<file path="config.mk">
export PLATFORM = sky130hd
export DESIGN_NAME = servo_status_sched
export DESIGN_NICKNAME = d
export VERILOG_FILES = /design/src/rtl/servo_status_pkg.sv /design/src/rtl/servo_status_sched_classify.sv /design/src/rtl/servo_status_sched.sv
export SDC_FILE = /design/constraint.sdc
export NUM_CORES = 1
export LEC_CHECK = 0
export ABC_CLOCK_PERIOD_IN_PS = 6000
export BUFFER_PORTS_ARGS = -buffer_cell sky130_fd_sc_hd__buf_2
export CAP_MARGIN = 20
export CORE_MARGIN = 10
export CORE_UTILIZATION = 57
export CTS_CLUSTER_DIAMETER = 100
export DETAILED_ROUTE_END_ITERATION = 7
export PLACE_DENSITY_LB_ADDON = 0.2
export SKIP_LAST_GASP = 1
export SLEW_MARGIN = 10
export SYNTH_ARGS = -nofsm -noshare
export SYNTH_HDL_FRONTEND = slang
export SYNTH_SLANG_ARGS = --single-unit
</file>
<file path="constraint.sdc">
create_clock -name clk -period 6 [get_ports clk]
set_input_delay 0.9 -clock clk [delete_from_list [all_inputs] [get_ports clk]]
set_output_delay 0.9 -clock clk [all_outputs]
set_load 0.03 [all_outputs]
</file>
<file path="src/rtl/servo_status_pkg.sv">
// Shared encodings for the servo status scheduler: colour codes, FSM states, error width.
package servo_status_pkg;

  localparam int ERR_W = 16;

  localparam logic [1:0] CLR_LOW   = 2'b00;
  localparam logic [1:0] CLR_SLOW  = 2'b01;
  localparam logic [1:0] CLR_SHIGH = 2'b10;
  localparam logic [1:0] CLR_HIGH  = 2'b11;

  typedef enum logic [1:0] {
    ST_IDLE   = 2'b00,
    ST_CLASS  = 2'b01,
    ST_UPDATE = 2'b10,
    ST_DONE   = 2'b11
  } state_t;

  // A channel is "locked" while its error sits inside the range window.
  function automatic logic is_locked(input logic [1:0] clr);
    return (clr == CLR_SLOW) || (clr == CLR_SHIGH);
  endfunction

endpackage

</file>
<file path="src/rtl/servo_status_sched_classify.sv">
// err_classify: shared error classifier; samples one channel's err/range, presents its class next cycle.
module err_classify
  import servo_status_pkg::*;
(
  input  logic             clk,
  input  logic             rst,
  input  logic             load,
  input  logic [ERR_W-1:0] err,
  input  logic [ERR_W-1:0] rng,
  output logic [1:0]       cls
);

  logic [ERR_W-1:0]        err_r;
  logic [ERR_W-1:0]        rng_r;
  logic signed [ERR_W:0]   err_x_s;
  logic signed [ERR_W:0]   rng_x_s;
  logic signed [ERR_W:0]   rng_neg_s;

  // Sample the selected channel; a negative range is clamped to zero on the way in
  always_ff @(posedge clk or posedge rst) begin
    if (rst) begin
      err_r <= {ERR_W{1'b0}};
      rng_r <= {ERR_W{1'b0}};
    end else if (load) begin
      err_r <= err;
      rng_r <= rng[ERR_W-1] ? {ERR_W{1'b0}} : rng;
    end
  end

  // One extra bit keeps -range representable down to -32767
  assign err_x_s   = $signed({err_r[ERR_W-1], err_r});
  assign rng_x_s   = $signed({1'b0, rng_r});
  assign rng_neg_s = -rng_x_s;

  // Four-band classification around zero
  always_comb begin
    cls = CLR_LOW;
    if (err_r[ERR_W-1]) begin
      if (err_x_s < rng_neg_s) begin
        cls = CLR_LOW;
      end else begin
        cls = CLR_SLOW;
      end
    end else begin
      if (err_x_s < rng_x_s) begin
        cls = CLR_SHIGH;
      end else begin
        cls = CLR_HIGH;
      end
    end
  end

endmodule

</file>
<file path="src/rtl/servo_status_sched.sv">
// servo_status_sched: scans NCH servo errors through one classifier and debounces per-channel colours.
// Optional STATUS_BLINK_EN adds a blink output toggling every BLINK_SCANS completed scans.
module servo_status_sched
  import servo_status_pkg::*;
#(
  parameter int NCH = 4,
  parameter int DEB = 3
`ifdef STATUS_BLINK_EN
  , parameter int BLINK_SCANS = 8
`endif
) (
  input  logic                 clk,
  input  logic                 rst,
  input  logic                 en,
  input  logic                 scan_tick,
  input  logic [ERR_W*NCH-1:0] err_bus,
  input  logic [ERR_W*NCH-1:0] rng_bus,
  output logic [2*NCH-1:0]     clrst_bus,
  output logic [NCH-1:0]       locked,
  output logic                 busy,
  output logic                 scan_done,
`ifdef STATUS_BLINK_EN
  output logic                 blink,
`endif
  output logic                 overrun
);

  localparam int             CHW     = (NCH > 1) ? $clog2(NCH) : 1;
  localparam logic [CHW-1:0] CH_LAST = CHW'(NCH - 1);
  localparam logic [3:0]     DEB_C   = 4'(DEB);

  state_t           state_r;
  state_t           state_nx_s;
  logic [CHW-1:0]   ch_r;
  logic [ERR_W-1:0] err_sel_s;
  logic [ERR_W-1:0] rng_sel_s;
  logic [1:0]       cls_s;
  logic [1:0]       cand_r [NCH];
  logic [3:0]       cnt_r  [NCH];
  logic [1:0]       clr_r  [NCH];
  logic [NCH-1:0]   locked_r;
  logic [1:0]       cand_nx_s;
  logic [3:0]       cnt_nx_s;
  logic             busy_r, busy_nx_s;
  logic             done_r, done_nx_s;
  logic             overrun_r, overrun_nx_s;

  assign err_sel_s = err_bus[ch_r*ERR_W +: ERR_W];
  assign rng_sel_s = rng_bus[ch_r*ERR_W +: ERR_W];

  err_classify u_classify (
    .clk  (clk),
    .rst  (rst),
    .load (state_r == ST_CLASS),
    .err  (err_sel_s),
    .rng  (rng_sel_s),
    .cls  (cls_s)
  );

  // FSM state register
  always_ff @(posedge clk or posedge rst) begin
    if (rst) begin
      state_r <= ST_IDLE;
    end else begin
      state_r <= state_nx_s;
    end
  end

  // FSM next state; dropping en abandons the scan from any busy state
  always_comb begin
    state_nx_s = ST_IDLE;
    case (state_r)
      ST_IDLE: begin
        if (scan_tick && en) begin
          state_nx_s = ST_CLASS;
        end else begin
          state_nx_s = ST_IDLE;
        end
      end
      ST_CLASS: begin
        if (en) begin
          state_nx_s = ST_UPDATE;
        end else begin
          state_nx_s = ST_IDLE;
        end
      end
      ST_UPDATE: begin
        if (!en) begin
          state_nx_s = ST_IDLE;
        end else if (ch_r == CH_LAST) begin
          state_nx_s = ST_DONE;
        end else begin
          state_nx_s = ST_CLASS;
        end
      end
      ST_DONE: state_nx_s = ST_IDLE;
      default: state_nx_s = ST_IDLE;
    endcase
  end

  // FSM outputs, registered one cycle ahead of the state they describe
  always_comb begin
    busy_nx_s    = (state_nx_s == ST_CLASS) || (state_nx_s == ST_UPDATE);
    done_nx_s    = (state_nx_s == ST_DONE);
    overrun_nx_s = overrun_r | (scan_tick & (state_r != ST_IDLE));
  end

  // Status output registers
  always_ff @(posedge clk or posedge rst) begin
    if (rst) begin
      busy_r    <= 1'b0;
      done_r    <= 1'b0;
      overrun_r <= 1'b0;
    end else begin
      busy_r    <= busy_nx_s;
      done_r    <= done_nx_s;
      overrun_r <= overrun_nx_s;
    end
  end

  // Channel pointer: advances after each update, parked at 0 outside a scan
  always_ff @(posedge clk or posedge rst) begin
    if (rst) begin
      ch_r <= {CHW{1'b0}};
    end else if ((state_r == ST_UPDATE) && (state_nx_s == ST_CLASS)) begin
      ch_r <= ch_r + CHW'(1);
    end else if ((state_nx_s == ST_IDLE) || (state_nx_s == ST_DONE)) begin
      ch_r <= {CHW{1'b0}};
    end
  end

  // Debounce step for the current channel
  always_comb begin
    cand_nx_s = cls_s;
    cnt_nx_s  = 4'd1;
    if (cls_s == cand_r[ch_r]) begin
      if (cnt_r[ch_r] < DEB_C) begin
        cnt_nx_s = cnt_r[ch_r] + 4'd1;
      end else begin
        cnt_nx_s = cnt_r[ch_r];
      end
    end else begin
      cnt_nx_s = 4'd1;
    end
  end

  // Per-channel debounce state and colour outputs; nothing moves once en drops
  always_ff @(posedge clk or posedge rst) begin
    if (rst) begin
      for (int i = 0; i < NCH; i++) begin
        cand_r[i] <= CLR_LOW;
        cnt_r[i]  <= 4'd0;
        clr_r[i]  <= CLR_LOW;
      end
      locked_r <= {NCH{1'b0}};
    end else if ((state_r == ST_UPDATE) && en) begin
      cand_r[ch_r] <= cand_nx_s;
      cnt_r[ch_r]  <= cnt_nx_s;
      if (cnt_nx_s == DEB_C) begin
        clr_r[ch_r]    <= cand_nx_s;
        locked_r[ch_r] <= is_locked(cand_nx_s);
      end
    end
  end

  for (genvar g = 0; g < NCH; g++) begin : g_pack
    assign clrst_bus[2*g +: 2] = clr_r[g];
  end

  assign locked    = locked_r;
  assign busy      = busy_r;
  assign scan_done = done_r;
  assign overrun   = overrun_r;

`ifdef STATUS_BLINK_EN
  logic [15:0] bcnt_r;
  logic        blink_r;

  // Scan counter and blink phase; both held clear while scanning is disabled
  always_ff @(posedge clk or posedge rst) begin
    if (rst) begin
      bcnt_r  <= 16'd0;
      blink_r <= 1'b0;
    end else if (!en) begin
      bcnt_r  <= 16'd0;
      blink_r <= 1'b0;
    end else if (done_r) begin
      if (bcnt_r == 16'(BLINK_SCANS - 1)) begin
        bcnt_r  <= 16'd0;
        blink_r <= ~blink_r;
      end else begin
        bcnt_r <= bcnt_r + 16'd1;
      end
    end
  end

  assign blink = blink_r;
`endif

endmodule

</file>
# After elaboration in Yosys (flattened, before gate mapping)
# Index checks and enable logic that the tools add are counted.
op_classes:
  add_sub_neg: 3
  mul: 0
  div: 0
  order_cmp: 7
  n_eq_ne: 11
  n_shift: 2
  muxes: 29
  bitwise_logic: 3
  n_reduce_logical: 13
op_table:
  columns: ["operator", "n"]
  rows:
  - ["indexed part select 64 x 7 -> 16 bit", 2]
  - ["less-than comparator 16 x 17 -> 1 bit", 2]
  - ["two-way mux 4 bit", 5]
  - ["two-way mux 2 bit", 9]
  - ["negator 16 -> 17 bit", 1]
  - ["bitwise mux 16 bit", 1]
  - ["bitwise mux 8 bit", 2]
  - ["two-way mux 15 bit", 1]
  - ["equality test 2 bit (second input constant)", 6]
  - ["binary-select mux 4 bit (select 2 bit)", 1]
  - ["demux 4 bit (select 2 bit)", 1]
  - ["one-hot mux 2 bit (4 select lines)", 1]
  - ["equality test 2 x 1 -> 1 bit (second input constant)", 3]
  - ["logical AND 1 bit", 5]
  - ["adder 4 x 1 -> 4 bit (second input constant)", 1]
  - ["binary-select mux 2 bit (select 2 bit)", 1]
  - ["bitwise mux 4 bit", 1]
  - ["demux 2 bit (select 2 bit)", 1]
  - ["equality test 4 x 2 -> 1 bit (second input constant)", 1]
  - ["zero test 2 bit", 2]
  - ["less-than comparator 4 x 2 -> 1 bit (second input constant)", 1]
  - ["two-way mux 1 bit", 4]
  - ["nonzero test 2 bit", 2]
  - [">= comparator 3 bit (second input constant)", 1]
  - ["other kinds (11)", 13]
word_totals:
  regBits: 75
  latch_bits: 0
  mem_bits_rw: 0
  rom_bits: 0
  inputBits: 132
  out_inout_bits: 15
  wordCells: 88
  mem_count: 0

# Longest topological paths before layout
logic_depth:
  depth_word: 9
  mapped_depth: 17
  mapped_depth_nobuf: 17

# Cells and area by module
# From an unflattened synthesis, not the netlist that was laid out.
hier_totals:
  hier_cells: 419
  area_unflattened_um2: 4911.0
by_module_without_submodules:
  columns: ["mod", "instances", "cells_per_inst", "area_each_um2", "seq_area_each_um2"]
  rows:
  - ["servo_status_sched", 1, 207, 2826.5, 1076.0]
  - ["err_classify", 1, 212, 2084.5, 775.7]

# Worst setup path after synthesis
# Ideal clock, no wire load.
synth_path:
  path_kind: "register -> register"
  start: "reg u_classify.rng_r[2]"
  end: "reg clr_r (netlist bit clrst_bus[1])"
  setup_time_ps: 121
  t_arrival_ps: 3323
  required_ps: 5879
  path_slack_ps: 2556
  stages_incl_launch_ff: 18
  path_buffers: 0
  period_less_slack_ps: 3444
  path_cell_list: "dfrtp_1 nor2_1 nand3_1 nor3_1 nand2_1 nor3_1 nand4_1 nor3_1 nand2b_1 ha_1 and4_1 nand4_1 o211ai_1 or4b_4 a21boi_2 a211o_4 nand3_1 a22o_1"
synth_between:
  elab_chain_cells: 8
  elab_cells_between_ends: 10
  classes_between: "add/sub (1); order compare (2); eq/ne (2); mux (4); reduce/logical (1)"
synth_rtl:
  columns: ["element", "line", "rtl"]
  rows:
  - ["start: declaration", "servo_status_sched_classify.sv:14", "logic [ERR_W-1:0] rng_r;"]
  - ["start signal: assignment", "servo_status_sched_classify.sv:23", "rng_r <= {ERR_W{1'b0}};"]
  - ["start signal: assignment", "servo_status_sched_classify.sv:26", "rng_r <= rng[ERR_W-1] ? {ERR_W{1'b0}} : rng;"]
  - ["negator 16 -> 17 bit", "servo_status_sched_classify.sv:33", "assign rng_neg_s = -rng_x_s;"]
  - ["less-than comparator 16 x 17 -> 1 bit", "servo_status_sched_classify.sv:39", "if (err_x_s < rng_neg_s) begin"]
  - ["two-way mux 1 bit", "servo_status_sched_classify.sv:39", null]
  - ["two-way mux 2 bit *", "servo_status_sched_classify.sv:38", "if (err_r[ERR_W-1]) begin"]
  - ["equality test 2 bit *", "servo_status_sched.sv:136", "if (cls_s == cand_r[ch_r]) begin"]
  - ["two-way mux 4 bit *", "servo_status_sched.sv:136", null]
  - ["equality test 4 x 2 -> 1 bit *", "servo_status_sched.sv:159", "if (cnt_nx_s == DEB_C) begin"]
  - ["AND reduction 2 bit (no line) *", null, null]
  - ["end signal: indexed assignment", "servo_status_sched.sv:160", "clr_r[ch_r] <= cand_nx_s;"]
  - ["end: declaration", "servo_status_sched.sv:40", "logic [1:0] clr_r [NCH];"]
# Mark *: on every way between the ends. The rest lies on a longest branch, timed or not.
# A chain may end at the register's enable or synchronous reset.

# Final worst setup path
layout_path:
  start: "reg u_classify.rng_r[2]"
  end: "reg clr_r (netlist bit clrst_bus[4])"
layout_between:
  elab_chain_cells: 8
  elab_cells_between_ends: 11
  classes_between: "add/sub (1); order compare (2); eq/ne (2); mux (5); reduce/logical (1)"
layout_rtl:
  columns: ["element", "line"]
  rows:
  - ["negator 16 -> 17 bit", "servo_status_sched_classify.sv:33"]
  - ["less-than comparator 16 x 17 -> 1 bit", "servo_status_sched_classify.sv:39"]
  - ["two-way mux 1 bit", "servo_status_sched_classify.sv:39"]
  - ["two-way mux 2 bit *", "servo_status_sched_classify.sv:38"]
  - ["equality test 2 bit", "servo_status_sched.sv:136"]
  - ["two-way mux 4 bit", "servo_status_sched.sv:136"]
  - ["equality test 4 x 2 -> 1 bit", "servo_status_sched.sv:159"]
  - ["AND reduction 2 bit (no line)", null]
# Marked as above.

==> key figures <==
Clock tree
  • Clock transition at the registers of the reported paths: 80 ps
  • Root buffer cell: clkbuf_8
  • Clock sink count: 74
  • Clock tree buffer depth: 2
  • H-tree depth: 3
  • Postcts setup bufs: 0
  • Worst-Skew Late Latency: 360 ps
  • Hold-fix buffers, CTS: 0
  • CTS tree: done
  • Post-CTS sizing: 0
  • CTS Buf Count: 9

Global route
  • Gr usage total: 20.1%
  • Initial antenna violation count: 0
  • Largest net degree at the start of global routing: 50
  • Global-route wire length before repair: 21100 microns
  • GRT overflow: 0
  • Vias in the first global route: 4323

Synthesis
  • FFs w/ async S/R, synth: 100%
  • Ys flop type: dfrtp_1
  • Post-Syn Nets: 634
  • Number of synthesized flops with an enable pin: 0
  • Register area share after synthesis: 38.0%
  • Warnings from Yosys: 0
  • Yosys reg bits: 74
  • Syn Inst Count: 464
  • Mean Syn Cell Area: 10.5 sq um
  • Post-synth cell types: 49
  • Mapped Area: 4880 sq um

Floorplan
  • I/O pin count: 147
  • Row cnt: 33
  • Die width: 113 microns
  • Initial core utilization: 59.1%
  • Core area: 8260 sq um
  • Die H: 113 microns
  • Die area: 12700 sq um

Timing
  • Max-slew violations: 0
  • Setup violations, final: 0
  • Setup_tns: 0 ps
  • Tightest Pin Transition: 914 ps
  • Clock skew: 11.5 ps
  • Final Hold Viols: 0
  • WHS: 470 ps
  • Period utilization: 66.2%
  • Slew headroom: 39.1%
  • Unrepaired setup endpoints after global routing: no
  • Max Fclk: 0.252 GHz
  • Min Tclk post-route: 3970 ps

Worst setup path
  • Req. time, crit path: 6250 ps
  • Slowest cell delay on critical path: 480 ps
  • Crit path capture type: flip-flop
  • Worst path slowest cell: a221oi_1
  • CP Cell Sequence: nor2_1 > nand3_1 > nor3_1 > nand2_1 > nor3_1 > nand4_1 > nor3_1 > nand2b_1 > ha_1 > and4_1 > nand4_1 > nor3_1 > a221oi_1 > mux2i_1 > o21ai_0 > and3_1 > a22o_1
  • Most frequent CP cell: nor3_1
  • WS Path Type: reg2reg
  • Element type at the critical path start: flip-flop
  • Crit path DAT: 4220 ps
  • Crit-path max FO: 4

Power
  • Leakage: 0.00282 uW
  • Net Sw Frac: 35.3%
  • Flop pwr share: 40.3%
  • IR drop worst, VDD: 0.117 mV
  • Cell internal pwr: 987 uW
  • PwrDens: 260 nW/um^2
  • Comb pwr share: 34.4%
  • Switching pwr: 538 uW
  • Clock power frac: 25.3%

Layout
  • Most frequent cells in the layout: buf_2, nand2_1, dfrtp_1
  • Share of cells above drive strength 1: 34.9%
  • Layout fillers: 661
  • Most common cell after layout, fill and taps aside: buf_2
  • Register Area: 1850 sq um
  • Area added between synthesis and finish: 20.2%
  • Antenna Cells: 0
  • Nets@finish: 772
  • Multi-input gate area: 2840 sq um

Worst hold path
  • Hold Path Class: reg2reg

Placement
  • DPL Wire Length: 10000 microns
  • Final Wtd Congestion: 0.892
  • Port buffer count: 146

Run
  • Max-cap violations: 0

Route
  • Post-DR wirelength/cell: 17.7 microns
  • Drt first-iter violations: 193
  • Via/cell ratio: 5.75
  • Post-DRT Antenna Nets: 0
  • Drt drc: 0
  • First-pass iteration count of the detailed router: 4
  • Routed via count: 4093
  • DRT Wirelength: 12600 microns

Run status
  • Outcome: complete, no violations
-- path summary, 6_finish.rpt --
| kind | startpoint | to | slack [ps] | depth (start not counted) |
|---|---|---|---|---|
| max | u_classify.rng_r[2]$_DFFE_PP0N_ | clrst_bus[4]$_DFFE_PP0P_ | 2030 | 17 |
| min | u_classify.err_r[0]$_DFFE_PP0N_ | u_classify.err_r[0]$_DFFE_PP0N_ | 470 | 2 |
| max reg2reg | u_classify.rng_r[2]$_DFFE_PP0N_ | clrst_bus[4]$_DFFE_PP0P_ | 2030 | 17 |
| min reg2reg | u_classify.err_r[0]$_DFFE_PP0N_ | u_classify.err_r[0]$_DFFE_PP0N_ | 470 | 2 |
| max in group asynchronous | rst | ch_r[1]$_DFFE_PP0P_ | 4380 | 3 |
| min in group asynchronous | rst | scan_done$_DFF_PP0_ | 590 | 2 |
-- through the flow --
stage	area [sq um]	util, %	power, uW	setup WS [ps]	cells
6_report	5860	71.0	1530	2030	712
5_1_grt	5860	71.0	1640	1620	712
4_1_cts	5860	71.0	1530	2060	712
3_5_place_dp	5670	68.7	1150	2100	696
3_3_place_gp	5670	68.7	1120	2270	696
2_1_floorplan	4880	-	980	2560	464
-- worst max-delay path, delay by kind of cell (launching register included) --
family	cells	cell delay, ps
AOI/OAI and AO/OA	3	840
muxes	1	330
adders and majority gates	1	230
DFF	1	420
and+or+nand+nor	12	2060
-- synth_stat cells (all sizes together) (8+ instances only) --
cell type / instances / area, sq um
a22o: 8 / 70.1
ha: 38 / 475
nand3b: 16 / 120
inv: 24 / 90.1
o21ai: 49 / 245
buf: 8 / 42.5
nand3: 8 / 45.0
nand2: 93 / 349
clkbuf: 14 / 52.6
xnor2: 11 / 96.3
mux4: 38 / 863
dfrtp: 74 / 1850
nor2: 9 / 33.8
-- routing by layer --
layer	vias up	track usage, %	routed length, microns
met1	1952	26.9	5830
met2	152	30.8	5500
met3	16	6.07	1060
met4	0	6.26	201
li1	1973	-	-
met5	-	0	0
-- power by group through the flow --
stage | Clock, uW | Sequential [uW] | Combinational, uW
floorplan | 0 | 607 | 373
global placement | 0 | 621 | 502
detailed placement | 0 | 622 | 524
CTS | 389 | 614 | 525
global route | 416 | 625 | 596
finish | 385 | 615 | 525
-- registers in the layout (all words and copies together), names as in the netlist, 2 cells and up --
name / flops
cnt_r: 16
u_classify.err_r: 16
u_classify.rng_r: 15
cand_r: 8
clrst_bus: 8
locked: 4
ch_r: 2
state_r: 2
-- logic make-up (layout without fill, tap and decap cells) --
kind of cell / Yosys count / after routing / synth area share, %
DFF: 74 / 74 / 38.0
buffers and inverters: 46 / 189 / 3.80
and+or+nand+nor: 163 / 163 / 16.3
muxes: 41 / 41 / 18.4
adders and majority gates: 38 / 38 / 9.75
AOI/OAI and AO/OA: 90 / 90 / 11.7
xor gates and xnor gates: 12 / 12 / 2.15
-- final cells by class --
cell class                      instances  share of cell area, %
Timing Repair Buffer                  149                   12.8
Inverter                               24                   1.54
Multi-Input combinational cell        344                   48.5
Clock inverter                          6                   1.11
Tap cell                              105                   2.24
Sequential cell                        74                   31.6
Clock buffer                           10                   2.18
Note: power is estimated with default switching activity, not from simulation.
